[config.mk]
export PLATFORM = sky130hd
export DESIGN_NAME = ring_monitor_flat
export DESIGN_NICKNAME = d
export VERILOG_FILES = /design/src/rtl/ring_monitor_if.sv /design/src/rtl/ring_monitor.sv /design/src/flat_wrapper.sv
export SDC_FILE = /design/constraint.sdc
export NUM_CORES = 1
export LEC_CHECK = 0
export CORE_MARGIN = 1
export CORE_UTILIZATION = 24
export DETAILED_ROUTE_END_ITERATION = 16
export GPL_ROUTABILITY_DRIVEN = 0
export SLEW_MARGIN = 0
export SYNTH_ARGS = -nofsm -noshare
export SYNTH_HDL_FRONTEND = slang
export SYNTH_SLANG_ARGS = --single-unit
[constraint.sdc]
create_clock -name clk -period 1.8 [get_ports clk]
set_clock_uncertainty 0.05 [all_clocks]
set_input_delay 0.54 -clock clk [delete_from_list [all_inputs] [get_ports clk]]
set_output_delay 0.54 -clock clk [all_outputs]
set_load 0.01 [all_outputs]
[src/rtl/ring_monitor_if.sv]
// Ring monitor sample/status bundle.
// Macro RING_MONITOR_IRQ_EN adds the err_irq status line.
interface ring_monitor_if;
  logic [7:0] ring_in;
  logic       sample_en;
  logic       clear_err;
  logic [2:0] index_out;
  logic       onehot_ok;
  logic       locked;
  logic [7:0] rev_count;
  logic [7:0] err_count;
  logic       err_flag;
`ifdef RING_MONITOR_IRQ_EN
  logic       err_irq;
`endif

  modport master (
    output ring_in,
    output sample_en,
    output clear_err,
    input  index_out,
    input  onehot_ok,
    input  locked,
    input  rev_count,
    input  err_count,
`ifdef RING_MONITOR_IRQ_EN
    input  err_irq,
`endif
    input  err_flag
  );

  modport slave (
    input  ring_in,
    input  sample_en,
    input  clear_err,
    output index_out,
    output onehot_ok,
    output locked,
    output rev_count,
    output err_count,
`ifdef RING_MONITOR_IRQ_EN
    output err_irq,
`endif
    output err_flag
  );
endinterface

[src/rtl/ring_monitor.sv]
// One-hot ring counter monitor: lock tracking, revolutions, faults.
// Macro RING_MONITOR_IRQ_EN adds the err_irq pulse output.
module ring_monitor #(
  parameter int LOCK_CNT = 3
) (
  input logic          clk,
  input logic          reset,
  ring_monitor_if.slave bus
);

  typedef enum logic [1:0] {
    SEARCH,
    LOCKING,
    LOCKED,
    FAULT
  } state_t;

  localparam logic [3:0] LOCK_TGT = LOCK_CNT[3:0];

  state_t     state;
  state_t     state_nxt;
  logic [7:0] prev;
  logic [3:0] match;
  logic [3:0] match_nxt;
  logic [3:0] match_inc;
  logic       valid;
  logic       step_ok;
  logic [2:0] enc;
  logic       fault_entry;
  logic       rev_hit;

  assign valid   = (bus.ring_in != 8'h00) &&
                   ((bus.ring_in & (bus.ring_in - 8'd1)) == 8'h00);
  assign step_ok = valid &&
                   (bus.ring_in == {prev[6:0], prev[7]});
  assign match_inc = match + 4'd1;

  always_comb begin
    enc = 3'd0;
    for (int i = 0; i < 8; i++) begin
      if (bus.ring_in[i]) enc = i[2:0];
    end
  end

  always_comb begin
    state_nxt = state;
    match_nxt = match;
    unique case (state)
      SEARCH: begin
        if (bus.sample_en && valid) begin
          state_nxt = LOCKING;
          match_nxt = 4'd0;
        end
      end
      LOCKING: begin
        if (bus.sample_en) begin
          if (step_ok) begin
            if (match_inc == LOCK_TGT) begin
              state_nxt = LOCKED;
              match_nxt = 4'd0;
            end else begin
              match_nxt = match_inc;
            end
          end else if (valid) begin
            match_nxt = 4'd0;
          end else begin
            state_nxt = SEARCH;
            match_nxt = 4'd0;
          end
        end
      end
      LOCKED: begin
        if (bus.sample_en && !step_ok) begin
          state_nxt = FAULT;
        end
      end
      FAULT: begin
        // Fault is a one-cycle marker; the exit ignores sample_en
        state_nxt = SEARCH;
        match_nxt = 4'd0;
      end
      default: begin
        state_nxt = SEARCH;
        match_nxt = 4'd0;
      end
    endcase
  end

  assign fault_entry = (state_nxt == FAULT) &&
                       (state != FAULT);
  assign rev_hit = bus.sample_en &&
                   (state == LOCKED) &&
                   step_ok &&
                   (bus.ring_in == 8'h01);

  always_ff @(posedge clk or posedge reset) begin
    if (reset) begin
      state <= SEARCH;
      match <= 4'd0;
      prev  <= 8'h00;
    end else begin
      state <= state_nxt;
      match <= match_nxt;
      if (bus.sample_en) prev <= bus.ring_in;
    end
  end

  always_ff @(posedge clk or posedge reset) begin
    if (reset) begin
      bus.index_out <= 3'd0;
      bus.onehot_ok <= 1'b0;
      bus.locked    <= 1'b0;
      bus.rev_count <= 8'h00;
    end else begin
      bus.locked <= (state_nxt == LOCKED);
      if (bus.sample_en) begin
        bus.onehot_ok <= valid;
        if (valid) bus.index_out <= enc;
      end
      if (rev_hit) bus.rev_count <= bus.rev_count + 8'd1;
    end
  end

  // A fault in the same cycle as clear_err restarts the count at one
  always_ff @(posedge clk or posedge reset) begin
    if (reset) begin
      bus.err_count <= 8'h00;
      bus.err_flag  <= 1'b0;
    end else if (fault_entry) begin
      bus.err_flag <= 1'b1;
      if (bus.clear_err) begin
        bus.err_count <= 8'h01;
      end else if (bus.err_count != 8'hFF) begin
        bus.err_count <= bus.err_count + 8'd1;
      end
    end else if (bus.clear_err) begin
      bus.err_count <= 8'h00;
      bus.err_flag  <= 1'b0;
    end
  end

`ifdef RING_MONITOR_IRQ_EN
  always_ff @(posedge clk or posedge reset) begin
    if (reset) bus.err_irq <= 1'b0;
    else       bus.err_irq <= (state_nxt == FAULT);
  end
`endif

endmodule
[src/flat_wrapper.sv]
// flat-port wrapper written by rule: the top's interface ports become plain ports
module ring_monitor_flat 
#(
  parameter int LOCK_CNT = 3
)
  (clk, reset, bus_ring_in, bus_sample_en, bus_clear_err, bus_index_out, bus_onehot_ok, bus_locked, bus_rev_count, bus_err_count, bus_err_flag);
  ring_monitor_if bus_i ();
  input logic clk;
  input logic reset;
  input wire logic [$bits(bus_i.ring_in)-1:0] bus_ring_in;
  input wire logic [$bits(bus_i.sample_en)-1:0] bus_sample_en;
  input wire logic [$bits(bus_i.clear_err)-1:0] bus_clear_err;
  output wire logic [$bits(bus_i.index_out)-1:0] bus_index_out;
  output wire logic [$bits(bus_i.onehot_ok)-1:0] bus_onehot_ok;
  output wire logic [$bits(bus_i.locked)-1:0] bus_locked;
  output wire logic [$bits(bus_i.rev_count)-1:0] bus_rev_count;
  output wire logic [$bits(bus_i.err_count)-1:0] bus_err_count;
  output wire logic [$bits(bus_i.err_flag)-1:0] bus_err_flag;
  assign bus_i.ring_in = bus_ring_in;
  assign bus_i.sample_en = bus_sample_en;
  assign bus_i.clear_err = bus_clear_err;
  assign bus_index_out = bus_i.index_out;
  assign bus_onehot_ok = bus_i.onehot_ok;
  assign bus_locked = bus_i.locked;
  assign bus_rev_count = bus_i.rev_count;
  assign bus_err_count = bus_i.err_count;
  assign bus_err_flag = bus_i.err_flag;
  ring_monitor #(.LOCK_CNT(LOCK_CNT)) u_core (.clk(clk), .reset(reset), .bus(bus_i));
endmodule
==> impl_metrics.ini, run 1 <==
[outcome]
status = finished with violations
failed_checks = negative setup slack

[yosys]
synth.avg_cell_area_sq_um = 10.3
syn_inst = 201
synth_fp_nets = 217
synthDistinctLibCells = 56
synth_warnings = 0
ys_top_cells_by_count = 36 x dfrtp_1, 13 x nand2_1, 12 x mux2_2
synth_async_sr_flop_share = 1.00
synthTopCellsByArea = dfrtp_1 43%, mux2_2 6.5%, xnor2_1 3.8%, xor2_1 2.5%, ha_1 2.4%
yosysMostFrequentCell = dfrtp_1
synth_top_area_frac = 0.435
synth_top_cell_by_area = dfrtp_1
synth_area_sq_um = 2070
seq_area_frac_synth = 0.435
synth-seq-cells = 36
synth_edf_count = 0
synth_ff_type = dfrtp_1

[worst_hold_path]
hp-class = flip-flop to flip-flop
hold_end = u_core.bus.rev_count[7]
holdPathStages = 1
min_from = u_core.bus.rev_count[7]

[worst_setup_path]
r2r_cells = 7
r2r_setup_slack_ps = -90
r2r-start = u_core.bus.err_count[1]
crit_required_ps = 1950
r2r-end = u_core.bus.err_count[7]
path_class = input port to flip-flop
setup.worst_path.start_class = input port
crit_arrival_ps = 2100
worst_setup_path_end_kind = flip-flop
path_max_fanout = 6

[detailed_routing]
drt_iter0_drc = 93
wl_microns = 5530
drtPass1Iterations = 4
ant_nets = 0
wire_per_inst_microns = 13.9
routed_via_density = 4.78
via_count = 1897
drc = 0

[finish]
drive_above_1_share = 0.455
nets = 308
areaGrowthSynthToFinish_pct = 62.5
final_util = 0.406
antenna_cells = 0

[place]
dp_hpwl_microns = 3560
portBuffers = 33

[power]
p_clk_frac = 0.365
p_switching_mw = 0.460
internal_power_mw = 1.33
combPwrFrac = 0.153
seqPwrFrac = 0.482
p_leak_nw = 1.74
power.share.switching = 0.257
ir_drop_mv = 0.270
p_per_area_nw_per_um2 = 532
power_mw = 1.79

[floorplanning]
initial_core_util = 0.250
die_x_microns = 94.9
die_area_sq_um = 9010
num_rows = 33
core_area_sq_um = 8300
io-pin-count = 34
die-height_microns = 94.9

[global_routing]
grt_remaining_overflow = 0
grt_max_degree = 37
grt_pass1_wl_microns = 9380
grt_usage = 0.136
grt_pass1_vias = 1967
antenna_found_initial = 0

[sta]
totalNegativeSetupSlack_ps = -1880
worstMarginPinSlew_ps = 276
maxSlewHeadroom = 0.816
finalHoldViolCount = 0
maxSlewViolCount = 0
min_period_over_period = 1.08
finalCriticalPeriod_ps = 1950
rsz0062_at_grt = yes
max_freq_ghz = 0.512
timing.final.ws_setup_ps = -152
setup_viol = 22

[cts]
clk_pin_slew_worst_paths_ps = 80
cts_root_buf = clkbuf_8
cts_tree = built
clk_path_buf_depth = 2
cts_max_level = 2
clk_latency_ps = 290
cts_sinks = 36
numCtsBuffers = 5

[job]
drv_cap = 0
==> flip-flops by register name, indices dropped and copies added, names as in the netlist <==
| register | flops |
|---|---|
| u_core.bus.locked | 1 |
| u_core.bus.err_flag | 1 |
| u_core.prev | 8 |
| u_core.match | 4 |
| u_core.bus.index_out | 3 |
| u_core.state | 2 |
| u_core.bus.err_count | 8 |
| u_core.bus.onehot_ok | 1 |
| u_core.bus.rev_count | 8 |
==> final cells by class <==
| cell class | count | area (sq um) |
|---|---|---|
| sequential | 36 | 903 |
| timing repair buffer | 93 | 843 |
| multi-input combinational | 146 | 1360 |
| clock buffer | 7 | 96.3 |
| tap | 105 | 131 |
| fill | 795 | 4930 |
| inverter | 10 | 37.5 |
==> metal layers <==
layer,part of all wire,vias to the layer above,global-route usage
met4,0.017,0,0.0505
met3,0.037,9,0.0346
met1,0.45,944,0.171
met5,0,-,0
li1,-,910,-
met2,0.50,34,0.223
==> kinds of logic after synthesis <==
group	count (synthesis)	synth area share
buffers and inverters	19	0.0531
AOI/OAI and AO/OA	38	0.141
xor gates and xnor gates	15	0.0634
muxes	14	0.0773
adders and majority gates	5	0.0296
DFF	36	0.435
and+or+nand+nor	74	0.200
==> stage by stage <==
stage / area, sq um / hold WS (ps) / std cells / setup slack, ps
floorplan: 2170 / 452 / 201 / -300
global placement: 2910 / 412 / 374 / -911
detailed placement: 2910 / 411 / 374 / -928
CTS: 3210 / 422 / 393 / -170
global route: 3370 / 446 / 397 / -255
finish: 3370 / 415 / 397 / -152
==> placed cells by master (no fill, tap or decap), types with 3 or more instances in the layout <==
cell type	n
mux2_4	5
buf_12	3
ha_1	3
a21oi_1	6
buf_4	48
nor4_4	3
buf_2	4
dlygate4sd2_1	14
xor2_1	6
dlymetal6s2s_1	8
nand2_1	11
nor2b_1	4
nand4_1	5
nor2_1	8
xnor2_1	8
nand3_1	6
mux2_2	8
o21ai_2	3
dfrtp_1	34
clkdlybuf4s50_1	3
buf_6	11
nor3_4	7
a21oi_2	3
clkbuf_8	7
nand2b_1	4
inv_1	10
==> worst max-delay path, stage by stage <==
cell and delay, ps:
buf_12 110, nor4_4 300, nand3b_1 170, a21oi_4 240, buf_6 130, o211a_4 230, buf_4 140, nor2_4 40
a311oi_1 200
==> power by group through the flow <==
stage | clock, mW | sequential, mW | combinational [mW]
floorplan | 0 | 0.885 | 0.140
global placement | 0 | 0.879 | 0.255
detailed placement | 0 | 0.880 | 0.258
CTS | 0.668 | 0.864 | 0.261
global route | 0.702 | 0.869 | 0.301
finish | 0.654 | 0.863 | 0.273
==> repair_timing <==
action | 4_1_cts | 5_1_grt
gates resized for setup | 86 | 31
buffers inserted | 12 | 4
hold buffers | 0 | 0
pin swaps | 31 | 18
setup endpoints to repair | 43 | 36
==> worst max path at each step <==
stage,start,endpoint,slack (ps)
after floorplan,bus_ring_in[3],u_core.bus.rev_count[1],-300
after global placement,bus_ring_in[1],u_core.bus.rev_count[5],-910
after detailed placement,bus_ring_in[1],u_core.bus.rev_count[6],-930
after CTS,bus_ring_in[3],u_core.match[1],-170
after global routing,bus_ring_in[2],u_core.bus.err_count[4],-250
final,bus_ring_in[2],u_core.bus.err_count[2],-150
Power figures use the tool's default switching activity.
==> run 2, diff against run 1 <==
--- a/config.mk
+++ b/config.mk
@@ -5,10 +5,13 @@
 export SDC_FILE = /design/constraint.sdc
 export NUM_CORES = 1
 export LEC_CHECK = 0
+export CELL_PAD_IN_SITES_DETAIL_PLACEMENT = 2
+export CELL_PAD_IN_SITES_GLOBAL_PLACEMENT = 2
 export CORE_MARGIN = 1
 export CORE_UTILIZATION = 24
 export DETAILED_ROUTE_END_ITERATION = 16
 export GPL_ROUTABILITY_DRIVEN = 0
+export PLACE_DENSITY_LB_ADDON = 0.1
 export SLEW_MARGIN = 0
 export SYNTH_ARGS = -nofsm -noshare
 export SYNTH_HDL_FRONTEND = slang
==> impl_metrics.ini, run 2 (synthesized netlist as in run 1, its figures left out) <==
[sta]
rsz0062_at_grt = yes
timing.final.ws_setup_ps = -187
min_period_over_period = 1.10
finalCriticalPeriod_ps = 1990
maxSlewHeadroom = 0.774
hold-worst-slack_ps = 423
setup_viol = 21
finalHoldViolCount = 0
maxSlewViolCount = 0
max_freq_ghz = 0.503
worstMarginPinSlew_ps = 338

[floorplanning]
io-pin-count = 34
die_x_microns = 94.9
die_area_sq_um = 9010
initial_core_util = 0.250
die-height_microns = 94.9
core_area_sq_um = 8300
num_rows = 33

[cts]
cts_sinks = 36
clk_path_buf_depth = 2
clk_latency_ps = 300
cts_tree = built
cts_root_buf = clkbuf_8
clk_pin_slew_worst_paths_ps = 70
numCtsBuffers = 5
cts_max_level = 2
postCtsHoldBufs = 0

[worst_hold_path]
min_from = u_core.bus.rev_count[7]
hp-class = flip-flop to flip-flop
hold_end = u_core.bus.rev_count[7]
holdPathStages = 1

[worst_setup_path]
path_max_fanout = 6
r2r_setup_slack_ps = -160
path_class = input port to flip-flop
r2r-end = u_core.bus.err_count[7]
crit_arrival_ps = 2120
r2r-start = u_core.bus.err_count[1]
worst_setup_path_end_kind = flip-flop
setup.worst_path.start_class = input port
r2r_cells = 7
crit_required_ps = 1930

[detailed_routing]
via_count = 1940
ant_nets = 0
wl_microns = 6790
drt_iter0_drc = 42
drtPass1Iterations = 4
routed_via_density = 4.75
drc = 0
wire_per_inst_microns = 16.6

[finish]
regArea_sq_um = 903
most-common-layout-cells = 54 x buf_4, 34 x dfrtp_1, 16 x buf_6
multi_input_area_sq_um = 1390
reg_top3 = u_core.bus.err_count x8, u_core.bus.rev_count x8, u_core.prev x8
drive_above_1_share = 0.482
final.fill_count = 893
areaGrowthSynthToFinish_pct = 67.5
final_common_cell = buf_4
antenna_cells = 0
nets = 318

[outcome]
failed_checks = negative setup slack
status = finished with violations

[global_routing]
grt_pass1_vias = 2028
antenna_found_initial = 0
grt_max_degree = 37
grt_pass1_wl_microns = 10800
grt_usage = 0.162
grt_remaining_overflow = 0

[power]
p_per_area_nw_per_um2 = 517
power_mw = 1.79
p_leak_nw = 1.80
ir_drop_mv = 0.289

[place]
dp_hpwl_microns = 4760
portBuffers = 33
pre_cts_slack_ps = -1090

[job]
drv_cap = 0
-- run 2: cell count changes in the layout (fill, tap and decap cells not counted), moves of 2 or more --
cell      before  now
nor4_4         3    5
o21ai_2        3    1
buf_4         48   54
o21ai_1        2    5
xnor2_2        1    4
clkbuf_2       0    2
buf_2          4    2
mux2_2         8   10
buf_6         11   16
mux2_4         5    3
clkbuf_1       0    2
xnor2_1        8    4
-- run 2: final cells by class --
class	instances	area share
sequential	36	0.260
clock buffer	8	0.0260
multi-input combinational	146	0.399
inverter	10	0.0108
tap	105	0.0379
timing repair buffer	103	0.266
-- run 2: how the worst max path moves through the flow --
stage	slack (ps)	endpoint	start	cells past startpoint
floorplan	-300	u_core.bus.rev_count[1]	bus_ring_in[3]	7
global placement	-1050	u_core.bus.rev_count[6]	bus_ring_in[4]	6
detailed placement	-1090	u_core.bus.rev_count[5]	bus_ring_in[4]	6
CTS	-280	u_core.bus.rev_count[1]	bus_ring_in[3]	8
global route	-290	u_core.bus.err_count[7]	u_core.bus.err_count[1]	7
finish	-190	u_core.bus.rev_count[1]	bus_ring_in[3]	9
-- run 2: where the power goes --
part,leakage [nW],internal [mW],total [mW],switching (mW)
registers,0.473,0.843,0.869,0.0262
clock network,0.0455,0.313,0.615,0.302
logic,1.28,0.164,0.311,0.146
total,1.80,1.32,1.79,0.475
-- run 2: critical path: stages --
cell       delay, ps
buf_8            100
buf_6            110
buf_4            130
nor3_2           110
buf_4            150
a2bb2oi_4        220
o211ai_4         170
or2_4            290
mux2_4           300
-- run 2: what timing repair did --
action	4_1_cts	5_1_grt
pin swaps	21	27
gates cloned	0	0
gates resized for setup	68	66
hold endpoints to repair	0	0
endpoints found under the setup margin	46	34
buffers inserted	8	6
-- run 2: metal layers --
layer | wire length, microns | GRT usage | share of wire
met5 | 0 | 0 | 0
met4 | 80 | 0.0606 | 0.012
met3 | 150 | 0.0274 | 0.022
met2 | 3300 | 0.254 | 0.49
met1 | 3250 | 0.223 | 0.48
-- run 2: metrics by stage --
step                       util  instance area (sq um)  cells  setup TNS (ps)
after CTS                 0.390                   3240    404           -4270
after global routing      0.418                   3470    408           -3430
after detailed placement  0.361                   3000    388          -26800
after global placement    0.361                   3000    388          -25120
after floorplan               -                   2170    201           -4180
final                     0.418                   3470    408           -1830
==> run 3, diff against run 2 <==
--- a/config.mk
+++ b/config.mk
@@ -12,6 +12,7 @@
 export DETAILED_ROUTE_END_ITERATION = 16
 export GPL_ROUTABILITY_DRIVEN = 0
 export PLACE_DENSITY_LB_ADDON = 0.1
+export SETUP_SLACK_MARGIN = 0.4
 export SLEW_MARGIN = 0
 export SYNTH_ARGS = -nofsm -noshare
 export SYNTH_HDL_FRONTEND = slang
==> impl_metrics.ini, run 3 (synthesized netlist as in run 1, its figures left out) <==
[outcome]
status = finished with violations
failed_checks = negative setup slack

[finish]
final_common_cell = buf_4
final.fill_count = 843
final_util = 0.437
drive_above_1_share = 0.579
nets = 333
antenna_cells = 0
reg_top3 = u_core.bus.err_count x8, u_core.bus.rev_count x8, u_core.prev x8
fin_area_sq_um = 3630
areaGrowthSynthToFinish_pct = 75.2
most-common-layout-cells = 57 x buf_4, 35 x dfrtp_1, 34 x buf_6

[global_routing]
grt_pass1_vias = 2201
grt_remaining_overflow = 0
grt_pass1_wl_microns = 11200
grt_usage = 0.164
grt_max_degree = 37
antenna_found_initial = 0

[cts]
cts_max_level = 2
clk_latency_ps = 300
cts_sinks = 36
cts_root_buf = clkbuf_8
numCtsBuffers = 5
clk_pin_slew_worst_paths_ps = 80
clk_path_buf_depth = 2
cts_tree = built

[sta]
finalHoldViolCount = 0
rsz0062_at_grt = yes
min_period_over_period = 1.11
timing.final.ws_setup_ps = -207
maxSlewHeadroom = 0.729
finalCriticalPeriod_ps = 2010
worstMarginPinSlew_ps = 404
max_freq_ghz = 0.498
setup_viol = 26
maxSlewViolCount = 0

[detailed_routing]
drt_iter0_drc = 32
met2_length_microns = 3630
via_count = 2008
routed_via_density = 4.75
drc = 0
wl_met1_microns = 2990
drtPass1Iterations = 4
top_layer = met4
ant_nets = 0
wl_microns = 6850
wl_met3_microns = 177
wire_per_inst_microns = 16.2

[worst_setup_path]
r2r-start = u_core.bus.err_count[1]
path_common_cell = buf_12
path_class = input port to flip-flop
path_max_fanout = 6
crit_chain = buf_12, nor4_4, nand2b_4, a21oi_4, o211a_1, buf_12, nor3_4, mux2_4
setup.worst_path.start_class = input port
r2r_cells = 7
max_stage_delay_ps = 330
crit_path_start = bus_ring_in[2]
critPathBufInv = 2
crit_required_ps = 1930
crit_family = simple AND/OR/NAND/NOR gates
crit_arrival_ps = 2140
worst_setup_path_end_kind = flip-flop
cp.depth = 8
worst_path_max_delay_cell = nor4_4

[worst_hold_path]
min_from = bus_ring_in[2]
holdPathStages = 2
hp-class = input port to flip-flop

[floorplanning]
initial_core_util = 0.250
die_x_microns = 94.9
core_area_sq_um = 8300
die_area_sq_um = 9010
num_rows = 33
io-pin-count = 34
die-height_microns = 94.9

[place]
dp_hpwl_microns = 4440
postPlaceCellArea_sq_um = 2980
portBuffers = 33

[power]
p_per_area_nw_per_um2 = 495
p_leak_nw = 1.76
ir_drop_mv = 0.300

[job]
drv_cap = 0
==> run 3: stage by stage <==
stage,setup TNS (ps),hold slack (ps),power (mW),cells,setup WS [ps]
2_1_floorplan,-4140,452,1.03,201,-300
3_3_place_gp,-24950,408,1.15,384,-1040
3_5_place_dp,-26280,421,1.16,384,-1110
4_1_cts,-2040,449,1.80,416,-172
5_1_grt,-4170,455,1.88,423,-256
6_report,-2230,452,1.80,423,-207
==> run 3: final cells by class <==
cell class                      instances  area (sq um)  area share
Multi-Input combinational cell        146          1420       0.390
Timing Repair Buffer                  118          1050       0.291
Sequential cell                        36           902       0.249
Tap cell                              105           131      0.0362
Clock buffer                            5          68.8      0.0190
Inverter                               10          37.5      0.0103
Clock inverter                          3          18.8     0.00517
==> run 3: repair_timing <==
| item | CTS | global route |
|---|---|---|
| setup endpoints to repair | 58 | 54 |
| hold buffers | 0 | 0 |
| setup buffers | 24 | 7 |
| resized for setup | 187 | 26 |
| pin swaps | 31 | 19 |
| endpoints found under the hold margin | 0 | 0 |
==> run 3: worst reg2reg max path: stages (launching register included) <==
cell and delay (ps):
dfrtp_1 400, ha_2 200, and4_4 170, nand4_1 100, nand4_1 150, or3_4 360
or3_1 310, a21oi_1 120
==> run 3: worst paths after layout <==
| path | end | slack [ps] |
|---|---|---|
| min in group asynchronous | u_core.bus.rev_count[3] | 520 |
| setup / recovery | u_core.bus.err_count[5] | -210 |
| max in group asynchronous | u_core.bus.onehot_ok | 950 |
| setup reg to reg | u_core.bus.err_count[7] | -140 |
| hold reg to reg | u_core.bus.index_out[1] | 470 |
| hold / removal | u_core.prev[2] | 450 |
==> run 3: metal layers <==
layer,vias to the layer above,track usage
li1,956,-
met1,1019,0.196
met2,27,0.304
met3,6,0.0266
met4,0,0.0379
met5,-,0
==> run 3: report_power, final <==
group          internal, mW  total, mW  leakage [nW]  switching, mW
registers             0.842      0.865         0.475         0.0225
logic                 0.179      0.329          1.24          0.151
clock network         0.270      0.604        0.0479          0.333
